## config.mk

```make
export PLATFORM = sky130hd
export DESIGN_NAME = mag_sq
export DESIGN_NICKNAME = d
export VERILOG_FILES = /design/src/rtl/mag_sq.sv
export SDC_FILE = /design/constraint.sdc
export NUM_CORES = 1
export LEC_CHECK = 0
export ABC_AREA = 1
export CAP_MARGIN = 10
export CORE_UTILIZATION = 58
export CTS_CLUSTER_SIZE = 10
export DETAILED_ROUTE_END_ITERATION = 16
export GPL_TIMING_DRIVEN = 0
export HOLD_SLACK_MARGIN = 0.08
export PLACE_DENSITY_LB_ADDON = 0.08
export SYNTH_ARGS = -nofsm -noshare
export SYNTH_HDL_FRONTEND = slang
export SYNTH_SLANG_ARGS = --single-unit
```

## constraint.sdc

```tcl
create_clock -name clk -period 3 [get_ports clk]
set_input_delay 0.45 -clock clk [delete_from_list [all_inputs] [get_ports clk]]
set_output_delay 0.45 -clock clk [all_outputs]
set_load 0.02 [all_outputs]
```

## src/rtl/mag_sq.sv

```systemverilog
`timescale 1ns/1ps
// mag_sq
// Sequential sum-of-squares unit: mag = x*x + y*y, computed with one shared
// shift-add squarer. The squarer takes one step per clock, IN_W steps for
// |x| and then IN_W steps for |y|, so a result is ready 2*IN_W clocks after
// the accept edge. It produces the magnitude-squared input for the integer
// square-root block and uses the same go/done handshake as the other
// arithmetic blocks.
//
// Ports
//   clk    clock, all state updates on the rising edge
//   rst_n  synchronous active-low reset, aborts any operation in flight
//   x, y   signed components, sampled only on the accepting edge
//   go     start request, honoured only when the unit is idle
//   mag    unsigned x*x + y*y, registered, held until the next completion
//   done   registered one-cycle pulse marking a new mag value
//   busy   high while the squarer is stepping (SQX and SQY)
module mag_sq #(
   parameter int IN_W = 8
) (
   input  logic                   clk,
   input  logic                   rst_n,
   input  logic signed [IN_W-1:0] x,
   input  logic signed [IN_W-1:0] y,
   input  logic                   go,
   output logic [2*IN_W-1:0]      mag,
   output logic                   done,
   output logic                   busy
);

   localparam int CW = (IN_W > 1) ? $clog2(IN_W) : 1;
   localparam int OW = 2 * IN_W;

   typedef enum logic [1:0] {
      IDLE = 2'd0,
      SQX  = 2'd1,
      SQY  = 2'd2,
      DONE = 2'd3
   } state_t;

   state_t          state;
   logic [CW-1:0]   step;
   logic [OW-1:0]   acc;
   logic [IN_W-1:0] ax;
   logic [IN_W-1:0] ay;

   logic [IN_W-1:0] abs_x;
   logic [IN_W-1:0] abs_y;
   logic [IN_W-1:0] operand;
   logic [OW-1:0]   partial;
   logic [OW-1:0]   acc_next;
   logic            last_step;

   // Magnitudes are taken as unsigned IN_W-bit values, so the most negative
   // input maps to 2^(IN_W-1) without overflowing.
   always_comb begin
      abs_x = x[IN_W-1] ? (~x + 1'b1) : x;
      abs_y = y[IN_W-1] ? (~y + 1'b1) : y;
   end

   // One shift-add step of the shared squarer: the operand is multiplied by
   // itself bit by bit, adding the zero-extended operand shifted by the step
   // index whenever that bit of the operand is set.
   always_comb begin
      operand   = (state == SQY) ? ay : ax;
      partial   = '0;
      if (operand[step]) begin
         partial = {{IN_W{1'b0}}, operand} << step;
      end
      acc_next  = acc + partial;
      last_step = (step == CW'(IN_W - 1));
   end

   // Control and datapath registers. The accumulator carries straight from
   // the x pass into the y pass, so the sum of squares falls out of the final
   // step. The DONE cycle also serves as the return to idle: a go sampled on
   // its closing edge starts the next operation, which gives one result every
   // 2*IN_W+1 clocks when go is held high.
   always_ff @(posedge clk) begin
      if (!rst_n) begin
         state <= IDLE;
         step  <= '0;
         acc   <= '0;
         ax    <= '0;
         ay    <= '0;
         mag   <= '0;
         done  <= 1'b0;
         busy  <= 1'b0;
      end else begin
         case (state)
            IDLE, DONE: begin
               done <= 1'b0;
               if (go) begin
                  ax    <= abs_x;
                  ay    <= abs_y;
                  acc   <= '0;
                  step  <= '0;
                  busy  <= 1'b1;
                  state <= SQX;
               end else begin
                  state <= IDLE;
               end
            end
            SQX: begin
               acc  <= acc_next;
               step <= step + 1'b1;
               if (last_step) begin
                  step  <= '0;
                  state <= SQY;
               end
            end
            SQY: begin
               acc  <= acc_next;
               step <= step + 1'b1;
               if (last_step) begin
                  step  <= '0;
                  mag   <= acc_next;
                  done  <= 1'b1;
                  busy  <= 1'b0;
                  state <= DONE;
               end
            end
            default: begin
               state <= IDLE;
               done  <= 1'b0;
               busy  <= 1'b0;
            end
         endcase
      end
   end

endmodule

```

==> results.toml, run 1 <==
[logic_synthesis]
netlist.top_cell.by_area = "sky130_fd_sc_hd__dfxtp_1"
asyncSetResetFlopFracSynth = 0
synth_edf_count = 0
synth_area_per_cell_sq_um = 6.210
syn_area_sq_um = 3707
synthDistinctLibCells = 28
yosys_register_bits = 55
net_count_after_synthesis = 638
post_synth_main_area_contributors = "sky130_fd_sc_hd__dfxtp_1 (30%), sky130_fd_sc_hd__nand2_1 (19%), sky130_fd_sc_hd__inv_1 (8.7%)"
share_of_synthesized_area_occupied_by_flip_flops_and_latches = 0.2970
synthMostInstantiatedCell = "sky130_fd_sc_hd__nand2_1"
synth.yosys.warnings = 0
post_synth_top_cells = "sky130_fd_sc_hd__nand2_1 (190), sky130_fd_sc_hd__inv_1 (86), sky130_fd_sc_hd__dfxtp_1 (55)"
yosysTopAreaCellShare = 0.2970
netlist_instances = 597
postSynth.topFlopCell = "sky130_fd_sc_hd__dfxtp_1"

[drt]
drc_errors = 0
postRouteWirelength_um = 10170
ant_nets = 0
number_of_vias_per_cell = 5.440
drt-pass1-iter-count = 6
detail_route.iter0.violations = 423
detail_route.wl_per_cell_um = 14.06
dr_total_vias = 3933

[global_routing]
grt_first_pass_wirelength_um = 15500
grt_remaining_overflow = 0
first_global_vias = 3413
maximum_number_of_pins_on_one_net_before_global_route_repair = 17
antenna_violations_before_repair = 0
groute.usage.overall = 0.3036

[sta]
min_period_ns = 2.917
maxSlewViolCount = 0
fin_skew_ns = 0.01234
hold_violation_count_in_the_final_report = 0
max-slew-margin-rel = 0.5820
rsz0062_at_grt = "yes"
final.period_utilization = 0.9724
actual_transition_at_the_worst_max_transition_pin_ns = 0.6269
final_tns_setup_ns = 0
max_clock_freq_mhz = 342.8
final-setup-viol-count = 0

[clocking]
cts_tree = "yes"
cts_root_buffer_type = "sky130_fd_sc_hd__clkbuf_8"
cts.clk_slew.worst_paths_ns = 0.10
clock_sinks = 55
post_cts_hold_buffer_count = 0
cts_inserted_buffers = 5
cts_max_path_buffers = 2
clkLatencyLatePin_ns = 0.33
cts.htree.levels = 2

[floorplan]
fp.coreArea_sq_um = 6026
dieWidth_um = 81.95
floorplan.initialDensity = 0.6152
die_y_extent_um = 81.95
std_cell_rows = 28
dieArea_sq_um = 6716
io_pins = 37

[place]
hpwlAfterDp_um = 7198
dp_cells = 708
globalplace.congestion = 0.8817
port-buffer-count = 36

[cells_and_area]
multi_input_area_sq_um = 2397
fill_cells = 485
fin_cells = 723
num-nets-final = 688
drive_above_1_share = 0.1389
utilization = 0.7539
final-seq-area_sq_um = 1104
num_antenna_cells = 0
areaGrowthSynthToFinish_pct = 22.54

[power_and_ir_drop]
power.leakage_nw = 2.189
irDropWorstVdd_mv = 0.5956
power-per-cell-area_nw_per_um2 = 683.3
finalPower_w = 0.003104

[setup_path]
r2r_start = "state[0]"
crit_type = "reg -> reg"
worst-endpoint-arrival_ns = 3.15
worst_setup_path_start_kind = "flop"
cp.required_ns = 3.23
crit_start = "state[0]"
end_kind = "flop"
worst_path_fanout_max = 7

[worst_hold_path]
hold_path.startpoint = "busy"
type_of_the_tightest_min_delay_check = "reg -> reg"

[outcome]
outcome = "complete, no violations"

[run]
timing.max_cap.violations = 0
[metrics by stage]
stage          hold WS, ns  instance area [sq um]  setup WS [ns]
6_report            0.4748                   4543        0.08293
5_1_grt             0.5006                   4543       -0.07521
3_3_place_gp        0.4488                   4161        -0.1698
2_1_floorplan       0.4313                   3707         0.3071
3_5_place_dp        0.4578                   4161        -0.2483
4_1_cts             0.4747                   4340      0.0001812
[registers in the layout, indices dropped and copies added (netlist names)]
register / cells
acc: 16
ax: 8
busy: 1
mag: 16
done: 1
step: 3
state: 2
ay: 8
[final cells by class]
class,instances,share of cell area
clock inverters,2,0.007711
multi-input cells,435,0.5277
repair buffers,44,0.09254
inverters,88,0.07271
flip-flops and latches,55,0.2429
clock buffers,6,0.01818
plain buffers,18,0.01763
well taps,75,0.02066
[report_power, final]
part           switching [W]  leakage [nW]  internal, W
sequential         0.0000873         0.448     0.000850
combinational        0.00103          1.68     0.000607
clock               0.000259        0.0612     0.000271
total                0.00138          2.19      0.00173
[worst max-delay path, stage by stage, from the launching register on]
cell	delay (ns)
sky130_fd_sc_hd__dfxtp_2	0.36
sky130_fd_sc_hd__inv_2	0.05
sky130_fd_sc_hd__ha_4	0.17
sky130_fd_sc_hd__or2_4	0.24
sky130_fd_sc_hd__o21ai_2	0.07
sky130_fd_sc_hd__nand2_1	0.09
sky130_fd_sc_hd__o21ai_1	0.08
sky130_fd_sc_hd__nand2_1	0.10
sky130_fd_sc_hd__nand3_2	0.11
sky130_fd_sc_hd__and2_4	0.23
sky130_fd_sc_hd__nor2_1	0.07
sky130_fd_sc_hd__ha_1	0.35
sky130_fd_sc_hd__nand2_2	0.10
sky130_fd_sc_hd__nor2_1	0.19
sky130_fd_sc_hd__nand3_1	0.15
sky130_fd_sc_hd__nand3_1	0.11
sky130_fd_sc_hd__nand2_1	0.07
sky130_fd_sc_hd__nand2_1	0.12
sky130_fd_sc_hd__a21o_1	0.13
sky130_fd_sc_hd__inv_1	0.03
[repair_timing]
item                                    CTS  global route
setup buffers                             3             5
gates resized for setup                  13            50
endpoints found under the setup margin   22            24
pin swaps                                 4            15
[worst paths after layout]
path,endpoint,slack (ns),depth (start not counted)
worst max-delay path,mag[12],0.08,19
worst max register to register,mag[12],0.08,19
worst min register to register,busy,0.47,2
worst min-delay path,busy,0.47,2
[layout by cell type, fill, tap and decap left out, types with 2 or more instances in the layout]
cell type,instances
sky130_fd_sc_hd__clkbuf_8,6
sky130_fd_sc_hd__buf_2,4
sky130_fd_sc_hd__nand4_1,4
sky130_fd_sc_hd__nor2_1,45
sky130_fd_sc_hd__o21ai_2,4
sky130_fd_sc_hd__inv_1,79
sky130_fd_sc_hd__buf_4,8
sky130_fd_sc_hd__inv_2,8
sky130_fd_sc_hd__nand2_1,170
sky130_fd_sc_hd__nand3_1,25
sky130_fd_sc_hd__ha_4,6
sky130_fd_sc_hd__and2_4,2
sky130_fd_sc_hd__xnor2_1,3
sky130_fd_sc_hd__clkbuf_1,13
sky130_fd_sc_hd__o21ai_0,35
sky130_fd_sc_hd__xor2_1,13
sky130_fd_sc_hd__clkdlybuf4s50_1,36
sky130_fd_sc_hd__ha_1,15
sky130_fd_sc_hd__a21oi_1,44
sky130_fd_sc_hd__o21ai_1,3
sky130_fd_sc_hd__dfxtp_2,2
sky130_fd_sc_hd__nor3_1,6
sky130_fd_sc_hd__dfxtp_1,53
sky130_fd_sc_hd__nand3_2,3
sky130_fd_sc_hd__nor2_2,8
sky130_fd_sc_hd__a21o_1,3
sky130_fd_sc_hd__a21oi_2,4
sky130_fd_sc_hd__nand2_2,20
sky130_fd_sc_hd__nor3_2,3
sky130_fd_sc_hd__or2_2,4
sky130_fd_sc_hd__o211ai_1,8
[cell families (layout without fill, tap and decap cells)]
logic type                 Yosys count  after routing  share of synthesized area
buffers and inverters              107            158                     0.1137
adders and majority gates           22             22                    0.07627
DFF                                 55             55                     0.2970
and+or+nand+nor                    293            293                     0.3237
AOI/OAI and AO/OA                  103            103                     0.1492
xor gates and xnor gates            17             17                    0.04016
[routing by layer]
metal	GRT usage	part of all wire
met1	0.3985	0.44
met2	0.5066	0.46
met3	0.05444	0.075
met4	0.08421	0.023
met5	0	0
(Power assumes the default switching activity.)
==> run 2: changes to the inputs <==
--- a/config.mk
+++ b/config.mk
@@ -5,9 +5,8 @@
 export SDC_FILE = /design/constraint.sdc
 export NUM_CORES = 1
 export LEC_CHECK = 0
-export ABC_AREA = 1
 export CAP_MARGIN = 10
-export CORE_UTILIZATION = 58
+export CORE_UTILIZATION = 57
 export CTS_CLUSTER_SIZE = 10
 export DETAILED_ROUTE_END_ITERATION = 16
 export GPL_TIMING_DRIVEN = 0
==> results.toml, run 2 <==
[outcome]
outcome = "finished with violations"
violations = "setup timing"

[sta]
max_clock_freq_mhz = 301.2
postLayoutSetupSlackWorst_ns = -0.3200
final.period_utilization = 1.107
maxSlewViolCount = 0
min_period_ns = 3.320
rsz0062_at_grt = "yes"
hold_violation_count_in_the_final_report = 0
final-setup-viol-count = 19
actual_transition_at_the_worst_max_transition_pin_ns = 0.6414
max-slew-margin-rel = 0.5724
fin_skew_ns = 0.01422

[clocking]
cts.clk_slew.worst_paths_ns = 0.10
clkLatencyLatePin_ns = 0.32
cts_root_buffer_type = "sky130_fd_sc_hd__clkbuf_8"
cts_tree = "yes"
cts_max_path_buffers = 2
post_cts_hold_buffer_count = 0
clock_sinks = 55
cts_inserted_buffers = 5
cts.htree.levels = 2

[cells_and_area]
layout.cells.most_common_list = "sky130_fd_sc_hd__nand2_1 (65), sky130_fd_sc_hd__dfxtp_1 (53), sky130_fd_sc_hd__clkdlybuf4s50_1 (36)"
num_antenna_cells = 0
num-nets-final = 550
fin_cells = 585
final_common_cell = "sky130_fd_sc_hd__nand2_1"
drive_above_1_share = 0.2529
multi_input_area_sq_um = 2791
fill_cells = 356
final-seq-area_sq_um = 1104
layout_top_registers = "acc: 16 flops, mag: 16 flops"
areaGrowthSynthToFinish_pct = 37.44

[setup_path]
critical-path-slowest-cell = "sky130_fd_sc_hd__mux4_2"
end_kind = "flop"
critPathMostFrequentCell = "sky130_fd_sc_hd__ha_4"
cp.required_ns = 3.21
worst-endpoint-arrival_ns = 3.53
worst_setup_path_start_kind = "flop"
crit_type = "reg -> reg"
critical_path_buf_inv_count = 3
path_cells = "inv_2, ha_4, buf_6, mux4_2, mux2i_2, nand2_1, and3_4, ha_4, nand4_1, a211oi_2, o211ai_1, buf_4, o21ai_4, xnor2_2, o21ai_1"
max_stage_delay_ns = 0.54
timing.critical_path.max_delay_family = "multiplexers"
worst_path_fanout_max = 6

[floorplan]
io_pins = 37
dieArea_sq_um = 6630
die_y_extent_um = 81.43
floorplan.initialDensity = 0.6003
dieWidth_um = 81.43
fp.coreArea_sq_um = 5991
std_cell_rows = 28

[logic_synthesis]
syn_area_sq_um = 3596
synthXorXnorAreaFrac = 0.05846
synth-compound-area-share = 0.2147
post_synth_fa_ha_maj_area_fraction = 0.07864
synth_area_per_cell_sq_um = 8.286
yosys.area_share.simple = 0.2035
netlist.top_cell.by_area = "sky130_fd_sc_hd__dfxtp_1"
yosys_register_bits = 55
netlist_instances = 434
synthDistinctLibCells = 51
synthMostInstantiatedCell = "sky130_fd_sc_hd__nand2_1"
post_synth_main_area_contributors = "sky130_fd_sc_hd__dfxtp_1 (31%), sky130_fd_sc_hd__ha_1 (7.3%), sky130_fd_sc_hd__nand2_1 (7.2%)"
post_synth_top_cells = "sky130_fd_sc_hd__nand2_1 (69), sky130_fd_sc_hd__dfxtp_1 (55), sky130_fd_sc_hd__nor2_1 (36)"
multiplexer_area_fraction_after_synthesis = 0.09081
asyncSetResetFlopFracSynth = 0
share_of_synthesized_area_occupied_by_flip_flops_and_latches = 0.3062
yosysTopAreaCellShare = 0.3062
postSynth.topFlopCell = "sky130_fd_sc_hd__dfxtp_1"
synth_top_family_by_area = "compound AO/OA/AOI/OAI gates"
synth_edf_count = 0
synth.yosys.warnings = 0
net_count_after_synthesis = 475

[global_routing]
first_global_vias = 3444
maximum_number_of_pins_on_one_net_before_global_route_repair = 16
grt_remaining_overflow = 0
grt_first_pass_wirelength_um = 15960
antenna_violations_before_repair = 0
groute.usage.overall = 0.3179

[place]
dp_slack_ns = -0.4467
globalplace.congestion = 0.9013
hpwlAfterDp_um = 6683
port-buffer-count = 36
dp_cells = 545

[drt]
detail_route.wl_per_cell_um = 18.99
dr_total_vias = 3704
postRouteWirelength_um = 11110
number_of_vias_per_cell = 6.332
drc_errors = 0
ant_nets = 0
drt-pass1-iter-count = 6
detail_route.iter0.violations = 257

[power_and_ir_drop]
power.leakage_nw = 1.940
power-per-cell-area_nw_per_um2 = 568.4
irDropWorstVdd_mv = 0.5689
finalPower_w = 0.002809

[run]
timing.max_cap.violations = 0

[worst_hold_path]
type_of_the_tightest_min_delay_check = "reg -> reg"
[run 2: changes by cell type in the layout (fill, tap and decap cells not counted), moves of 12 or more]
cell,previous run,this run
sky130_fd_sc_hd__buf_4,8,29
sky130_fd_sc_hd__inv_1,79,13
sky130_fd_sc_hd__nand2_1,170,65
sky130_fd_sc_hd__o21ai_0,35,19
sky130_fd_sc_hd__nor2_1,45,30
sky130_fd_sc_hd__o211a_1,0,12
sky130_fd_sc_hd__a21oi_1,44,15
sky130_fd_sc_hd__nand2_2,20,3
[run 2: where the power goes]
part | total, W | switching, W | internal, W
logic | 0.00143 | 0.000722 | 0.000710
registers | 0.000911 | 0.0000895 | 0.000822
clock network | 0.000465 | 0.000253 | 0.000212
total | 0.00281 | 0.00107 | 0.00174
[run 2: worst min-delay path, cell delays in order, from the launching register on]
cell	delay, ns
sky130_fd_sc_hd__dfxtp_1	0.32
sky130_fd_sc_hd__nand2_1	0.05
sky130_fd_sc_hd__a21boi_1	0.05
[run 2: path summary, 6_finish.rpt]
path / slack [ns] / cells past startpoint / end / from
worst max-delay path: -0.32 / 15 / acc[12] / state[0]
worst min-delay path: 0.46 / 2 / mag[9] / mag[9]
worst max register to register: -0.32 / 15 / acc[12] / state[0]
worst min register to register: 0.46 / 2 / mag[9] / mag[9]
[run 2: timing repair]
item	CTS	global route
pin swaps	22	43
buffers inserted	20	11
resized for setup	59	59
setup endpoints to repair	24	24
gates cloned	2	0
[run 2: logic make-up after synthesis]
group	Yosys count
AND/OR/NAND/NOR	162
adder cells (fa/ha/maj)	22
flip-flops	55
AO/OA/AOI/OAI	115
buffers and inverters	38
XOR/XNOR	24
multiplexers	18
[run 2: area by class of cell]
class	count	area share
Multi-Input combinational cell	341	0.5648
Sequential cell	55	0.2233
Timing Repair Buffer	68	0.1289
Buffer	23	0.03241
Clock buffer	8	0.02025
Tap cell	75	0.01899
Inverter	15	0.01139
[run 2: per-stage QoR]
stage          hold slack, ns  utilization  instance area, sq um  setup TNS (ns)
2_1_floorplan          0.4315            -                  3617               0
3_3_place_gp           0.4430       0.6796                  4071          -4.670
3_5_place_dp           0.4547       0.6796                  4071          -5.611
4_1_cts                0.4657       0.7659                  4588         -0.5681
5_1_grt                0.4878       0.8250                  4942          -5.943
6_report               0.4636       0.8250                  4942          -3.416
[run 2: routing by layer]
| layer | track usage | wire length, um | up-vias |
|---|---|---|---|
| li1 | - | - | 1694 |
| met1 | 0.3666 | 4278 | 1764 |
| met2 | 0.5525 | 5445 | 189 |
| met3 | 0.05222 | 743 | 57 |
| met4 | 0.1857 | 641 | 0 |
| met5 | 0 | 0 | - |
